`config.mk`:
```
export PLATFORM = sky130hd
export DESIGN_NAME = mfcc_melbank_reader
export DESIGN_NICKNAME = d
export VERILOG_FILES = /design/src/rtl/mfcc_melbank_reader.sv
export SDC_FILE = /design/constraint.sdc
export NUM_CORES = 1
export LEC_CHECK = 0
export CORE_AREA = 2 2 172 174
export DETAILED_ROUTE_END_ITERATION = 7
export DIE_AREA = 0 0 174 176
export PLACE_DENSITY_LB_ADDON = 0.08
export SLEW_MARGIN = 20
export SYNTH_ARGS = -nofsm -noshare
export SYNTH_HDL_FRONTEND = slang
export SYNTH_SLANG_ARGS = --single-unit
```
`constraint.sdc`:
```
create_clock -name clk -period 4.9 [get_ports clk]
set_input_delay 0.98 -clock clk [delete_from_list [all_inputs] [get_ports clk]]
set_output_delay 0.98 -clock clk [all_outputs]
set_load 0.05 [all_outputs]
```
`src/rtl/mfcc_melbank_reader.sv`:
```
// Mel-filter weight ROM reader: sweeps the ROM, multiplies each weight with its power bin and
// emits one accumulated mel energy per frame. Optional build macro MELBANK_OUT_SAT_EN saturates mel_data.
module mfcc_melbank_reader #(
  parameter int ADDR_WIDTH  = 9,
  parameter int DATA_WIDTH  = 8,
  parameter int ROM_LATENCY = 1,
  parameter int PWR_WIDTH   = 32,
  parameter int OUT_WIDTH   = 32
) (
  input  logic                  clk,
  input  logic                  rst_n,
  input  logic                  start,
  output logic                  busy,
  output logic [ADDR_WIDTH-1:0] rom_addr,
  input  logic [DATA_WIDTH-1:0] rom_rd_data,
  input  logic                  pwr_valid,
  output logic                  pwr_ready,
  input  logic [PWR_WIDTH-1:0]  pwr_data,
  input  logic                  pwr_last,
  output logic                  mel_valid,
  output logic [OUT_WIDTH-1:0]  mel_data,
  output logic                  frame_err
);

  localparam int PROD_W = PWR_WIDTH + DATA_WIDTH;
  localparam int ACC_W  = PROD_W + ADDR_WIDTH;
  localparam int SCL_W  = ACC_W - DATA_WIDTH;
  localparam int EXT_W  = SCL_W + OUT_WIDTH;
  localparam int WAIT_W = (ROM_LATENCY < 2) ? 1 : $clog2(ROM_LATENCY + 1);
  localparam logic [WAIT_W-1:0]     WAIT_LAST = WAIT_W'(ROM_LATENCY - 1);
  localparam logic [ADDR_WIDTH-1:0] LAST_BIN  = {ADDR_WIDTH{1'b1}};

  typedef enum logic [1:0] {
    IDLE  = 2'd0,
    FETCH = 2'd1,
    MAC   = 2'd2,
    FLUSH = 2'd3
  } state_t;

  state_t              r_state;
  logic [ADDR_WIDTH-1:0] r_k;
  logic [WAIT_W-1:0]   r_wait;
  logic [DATA_WIDTH-1:0] r_weight;
  logic [PROD_W-1:0]   r_prod;
  logic                r_prod_vld;
  logic [ACC_W-1:0]    r_acc;

  logic                w_hs;
  logic                w_at_last;
  logic [PROD_W-1:0]   w_prod;
  logic [EXT_W-1:0]    w_scaled_ext;

  // Scaled result is zero-extended by OUT_WIDTH so the overflow slice is always non-empty.
  function automatic logic [OUT_WIDTH-1:0] shape_out(input logic [EXT_W-1:0] v);
`ifdef MELBANK_OUT_SAT_EN
    if (|v[EXT_W-1:OUT_WIDTH]) begin
      shape_out = {OUT_WIDTH{1'b1}};
    end else begin
      shape_out = v[OUT_WIDTH-1:0];
    end
`else
    shape_out = v[OUT_WIDTH-1:0];
`endif
  endfunction

  assign w_hs         = pwr_valid & pwr_ready;
  assign w_at_last    = (r_k == LAST_BIN);
  assign w_prod       = PROD_W'(pwr_data) * PROD_W'(r_weight);
  assign w_scaled_ext = {{OUT_WIDTH{1'b0}}, r_acc[ACC_W-1:DATA_WIDTH]};

  // Frame sequencer, product pipeline and accumulator; all outputs registered here.
  always_ff @(posedge clk or negedge rst_n) begin
    if (!rst_n) begin
      r_state    <= IDLE;
      r_k        <= '0;
      r_wait     <= '0;
      r_weight   <= '0;
      r_prod     <= '0;
      r_prod_vld <= 1'b0;
      r_acc      <= '0;
      busy       <= 1'b0;
      rom_addr   <= '0;
      pwr_ready  <= 1'b0;
      mel_valid  <= 1'b0;
      mel_data   <= '0;
      frame_err  <= 1'b0;
    end else begin
      mel_valid  <= 1'b0;
      frame_err  <= 1'b0;
      r_prod_vld <= 1'b0;
      if (r_prod_vld) begin
        r_acc <= r_acc + ACC_W'(r_prod);
      end
      case (r_state)
        IDLE: begin
          if (start) begin
            r_state  <= FETCH;
            busy     <= 1'b1;
            r_k      <= '0;
            rom_addr <= '0;
            r_wait   <= '0;
            r_acc    <= '0;
          end
        end
        FETCH: begin
          r_wait <= r_wait + WAIT_W'(1);
          if (r_wait == WAIT_LAST) begin
            r_weight  <= rom_rd_data;
            pwr_ready <= 1'b1;
            r_state   <= MAC;
          end
        end
        MAC: begin
          if (w_hs) begin
            pwr_ready <= 1'b0;
            r_prod    <= w_prod;
            if (w_at_last && pwr_last) begin
              r_prod_vld <= 1'b1;
              r_wait     <= '0;
              r_state    <= FLUSH;
            end else if (w_at_last || pwr_last) begin
              frame_err <= 1'b1;
              busy      <= 1'b0;
              r_state   <= IDLE;
            end else begin
              r_prod_vld <= 1'b1;
              r_k        <= r_k + ADDR_WIDTH'(1);
              rom_addr   <= r_k + ADDR_WIDTH'(1);
              r_wait     <= '0;
              r_state    <= FETCH;
            end
          end
        end
        FLUSH: begin
          // First cycle lets the final product land in the accumulator.
          if (r_wait == '0) begin
            r_wait <= WAIT_W'(1);
          end else begin
            mel_valid <= 1'b1;
            mel_data  <= shape_out(w_scaled_ext);
            busy      <= 1'b0;
            r_state   <= IDLE;
          end
        end
        default: begin
          r_state <= IDLE;
        end
      endcase
    end
  end

endmodule

```
Word-level counts from Yosys, hierarchy flattened
Index checks and enable logic that the tools add are counted.
{ "classes": {"addsub": 3, "n_mul": 1, "eq_ne": 12, "n_mux": 39, "bitwise_logic": 2, "reduce_logical": 14} }
{ "ops": {"columns": ["operator", "count"], "rows": [
  ["two-way mux 49 bit", 3],
  ["adder 49 x 40 -> 49 bit", 1],
  ["multiplier 32 x 8 -> 40 bit", 1],
  ["two-way mux 9 bit", 4],
  ["two-way mux 1 bit", 22],
  ["one-hot mux 9 bit (2 select lines)", 1],
  ["!= test 2 bit, second input constant", 7],
  ["two-way mux 2 bit", 5],
  ["adder 9 x 1 -> 9 bit, second input constant", 1],
  ["equality test 9 bit, second input constant", 1],
  ["one-hot mux 2 bit (4 select lines)", 1],
  ["AND reduction 2 bit", 3],
  ["AND reduction 3 bit", 2],
  ["AND reduction 6 bit", 1],
  ["AND reduction 5 bit", 1],
  ["equality test 2 bit, second input constant", 2],
  ["one-hot mux 1 bit (4 select lines)", 1],
  ["AND reduction 4 bit", 1],
  ["nonzero test 2 bit", 2],
  ["!= test 3 bit, second input constant", 1],
  ["one-hot mux 1 bit (3 select lines)", 1],
  ["nonzero test 3 bit", 1],
  ["equality test 2 x 1 -> 1 bit, second input constant", 1],
  ["logical NOT 2 bit", 1],
  ["6 further kinds", 6]
]} }
{ "word_totals": {"regBits": 146, "output_inout_bits": 45, "wordCells": 83} }

Depth between registers and ports, before layout
{ "logic_depth": {"ltp_word": 6, "depth_mapped": 21, "depth_no_buf": 19} }

Worst setup path before layout
No wires, ideal clock.
{ "synth_timing": {"kind": "input to register", "startpoint": "in pwr_data[4]", "endpoint": "reg r_prod[38]", "setup_ns": 0.131, "t_arrival_ns": 5.236, "path_slack_ns": -0.467, "cell_stages": 17, "path_cell_list": "and2_1 fa_1 fa_1 fa_1 inv_1 fa_1 inv_1 ha_1 a21oi_1 o21ai_0 a221oi_1 a21oi_1 o21ai_1 a221oi_1 a311oi_1 xor2_1 o21ai_1"} }
{ "synth_via": {"elab_chain_cells": 1} }
{ "synth_lines": {"columns": ["item", "line", "rtl"], "rows": [
  ["start: declaration", "18", "input logic [PWR_WIDTH-1:0] pwr_data,"],
  ["multiplier 32 x 8 -> 40 bit", "68", "assign w_prod = PROD_W'(pwr_data) * PROD_W'(r_weight);"],
  ["end signal: assignment", "116", "r_prod <= w_prod;"],
  ["end: declaration", "44", "logic [PROD_W-1:0] r_prod;"]
]} }
No other way between the ends.
A chain may end at the register's enable or synchronous reset.

Worst setup path after layout
{ "layout_timing": {"startpoint": "in pwr_data[3]", "endpoint": "reg r_prod[36]"} }
Same word-level chain as after synthesis.

==> impl_metrics.ini <==
[min_path]
holdPathEnd = mel_data[29]
min_path_cells = 2
hold_path.startpoint = mel_data[29]
min_path_type = reg -> reg

[timing]
finalSetupViolations = 10
setup_ws_ns = -0.1316
worst_hold_slack_ns = 0.4758
period_needed_ns = 5.032
post-route-period-util_pct = 102.7
hold_viol_final = 0
worst_pin_slew_ns = 0.9551
relSlewSlack_pct = 36.09
grt_setup_unrepaired = yes
fmax_mhz = 198.7
clock-skew-final_ns = 0.01497
fin_tns_setup_ns = -0.7654
finalMaxSlewViolations = 0

[setup_path]
worstSetupStartpointType = input pin
reg2regPathDepth = 21
startpoint = pwr_data[3]
critPathKind = in -> reg
cp_max_fo = 5
ff2ff_setup_slack_ns = -0.11
cp.arrival_ns = 5.32
required_ns = 5.19
endpoint_kind = register
worstReg2RegStart = r_weight[5]
reg2reg_to = r_prod[36]

[place]
gp_congestion = 0.9050
dp_hpwl_microns = 29890
place_area_sq_mm = 0.01858
port_buffers = 89

[synthesis]
syn_nets = 2056
yosysUniqueCellTypes = 59
yosysTopAreaCellShare_pct = 23.11
ys_seq_area_share_pct = 21.86
synthesis.instances = 1727
netlist_top_cells_area = fa_1, dfrtp_1, and2_1, ha_1, inv_1
ys_seq_elements = 137
synth-main-ff-cell = dfrtp_1
synthesis.area_sq_mm = 0.01568
synth_top_cell_by_area = fa_1
synth_warnings = 0
syn_area_per_cell_sq_um = 9.079
postSynth.asyncResetShare_pct = 100.0
synth_edf_count = 0

[global_route]
grt_pass1_wl_microns = 63890
overflow = 0
track_usage_pct = 25.56
antenna_found_initial = 0
grt_max_degree = 81
grt_pass1_vias = 12810

[floorplanning]
rows = 62
placeableCoreArea_sq_mm = 0.02855
start_util_pct = 54.93
die_area_sq_mm = 0.03062
ios = 90
die_w_microns = 174
die_y_microns = 176

[cts]
clk_latency_ns = 0.43
cts_hold_buf = 0
cts_inserted_buffers = 17
clockRootBuffer = clkbuf_16
cts_max_level = 4
cts_tree = done
clkTransAtPathRegs_ns = 0.06
clock-sinks = 137
cts_buffer_depth = 2

[cells_and_area]
syn_to_final_growth_pct = 26.76
mostFrequentLayoutCells = inv_1, buf_4, fa_1, and2_1, nand2_1
drive_above_1_share_pct = 23.60
fin_area_sq_mm = 0.01988
fin_nets = 2286
layout_commonest_cell = inv_1

[routing]
drt_iter0_markers = 609
totalWireLength_microns = 37600
antenna_left = 0
drc_errors = 0
wire_per_inst_microns = 15.96
vias_per_cell = 5.305
firstDrtPassIters = 5
vias = 12490

[run_status]
violations = setup timing
outcome = complete, but fails checks

[flow_run]
maxCapViolCount = 0
## worst max-delay path by stage
| stage | end | cells after the start |
|---|---|---|
| after floorplan | r_prod[35] | 17 |
| after global placement | r_prod[33] | 18 |
| after detailed placement | r_prod[33] | 19 |
| after CTS | r_prod[37] | 20 |
| after global routing | r_prod[38] | 18 |
| final | r_prod[36] | 20 |
## cells by family after synthesis
family / after synthesis / synth area share (%)
simple gates: 569 / 18.71
xor+xnor: 69 / 3.854
flops: 137 / 21.86
mux: 68 / 4.668
buf+inv: 275 / 6.631
fa+ha+maj: 284 / 31.33
compound gates: 325 / 12.94
## flip-flops by register name (all words and copies together), names as in the netlist
name        count
frame_err       1
pwr_ready       1
busy            1
r_state         2
r_acc          40
r_prod         40
mel_data       32
r_wait          1
r_weight        8
mel_valid       1
r_prod_vld      1
r_k             9
## synthesized netlist by cell type, types with 37 or more instances
library cell and number:
and2_1 210, inv_1 203, fa_1 181, nand2_1 165, dfrtp_1 137, ha_1 103, a21oi_1 90, nor2_1 78
o21ai_0 67, clkbuf_1 60, mux2_2 41, xnor2_1 41, a21o_1 37
## layer usage
| metal | vias to the layer above | track usage [%] | part of all wire, % |
|---|---|---|---|
| met1 | 6133 | 37.81 | 50 |
| met3 | 20 | 2.670 | 3.3 |
| li1 | 6131 | - | - |
| met4 | 0 | 4.657 | 0.94 |
| met2 | 210 | 41.43 | 46 |
| met5 | - | 0 | 0 |
## repair_timing
item / in CTS / in global routing
endpoints found under the hold margin: 0 / 0
gates resized for setup: 184 / 76
gates cloned: 1 / 1
setup endpoints to repair: 27 / 23
pin swaps: 86 / 79
buffers inserted: 12 / 8
## cell type report
| class | count | area, sq um |
|---|---|---|
| multi-input cells | 1315 | 12120 |
| fillers | 2316 | 8672 |
| flip-flops and latches | 137 | 3432 |
| repair buffers | 283 | 2450 |
| inverters | 203 | 762.0 |
| well taps | 384 | 480.5 |
| clock buffers | 20 | 456.7 |
| clock inverters | 12 | 172.7 |
| diodes | 1 | 2.502 |
## worst max-delay path, cell delays in order
cell	delay [ns]
buf_6	0.10
and2_4	0.15
fa_2	0.57
fa_1	0.44
fa_1	0.53
inv_2	0.04
fa_1	0.51
inv_2	0.05
ha_4	0.30
a21oi_4	0.09
buf_4	0.14
buf_6	0.11
nand3_1	0.09
nand2_2	0.07
or4_4	0.50
nand2_4	0.11
a211oi_4	0.07
o31ai_2	0.21
xnor2_1	0.16
o21ai_1	0.08
## metrics by stage
stage | instances | utilization, % | setup WS (ns)
after global placement | 2303 | 65.09 | -1.061
after detailed placement | 2303 | 65.09 | -1.120
after global routing | 2354 | 69.61 | -0.3003
after floorplan | 1727 | - | -0.1519
after CTS | 2348 | 68.57 | -0.1320
final | 2355 | 69.62 | -0.1316
Power is left out: the tool's default activity adds up to more than one toggle a clock period on the data nets, which glitch-free logic cannot reach.
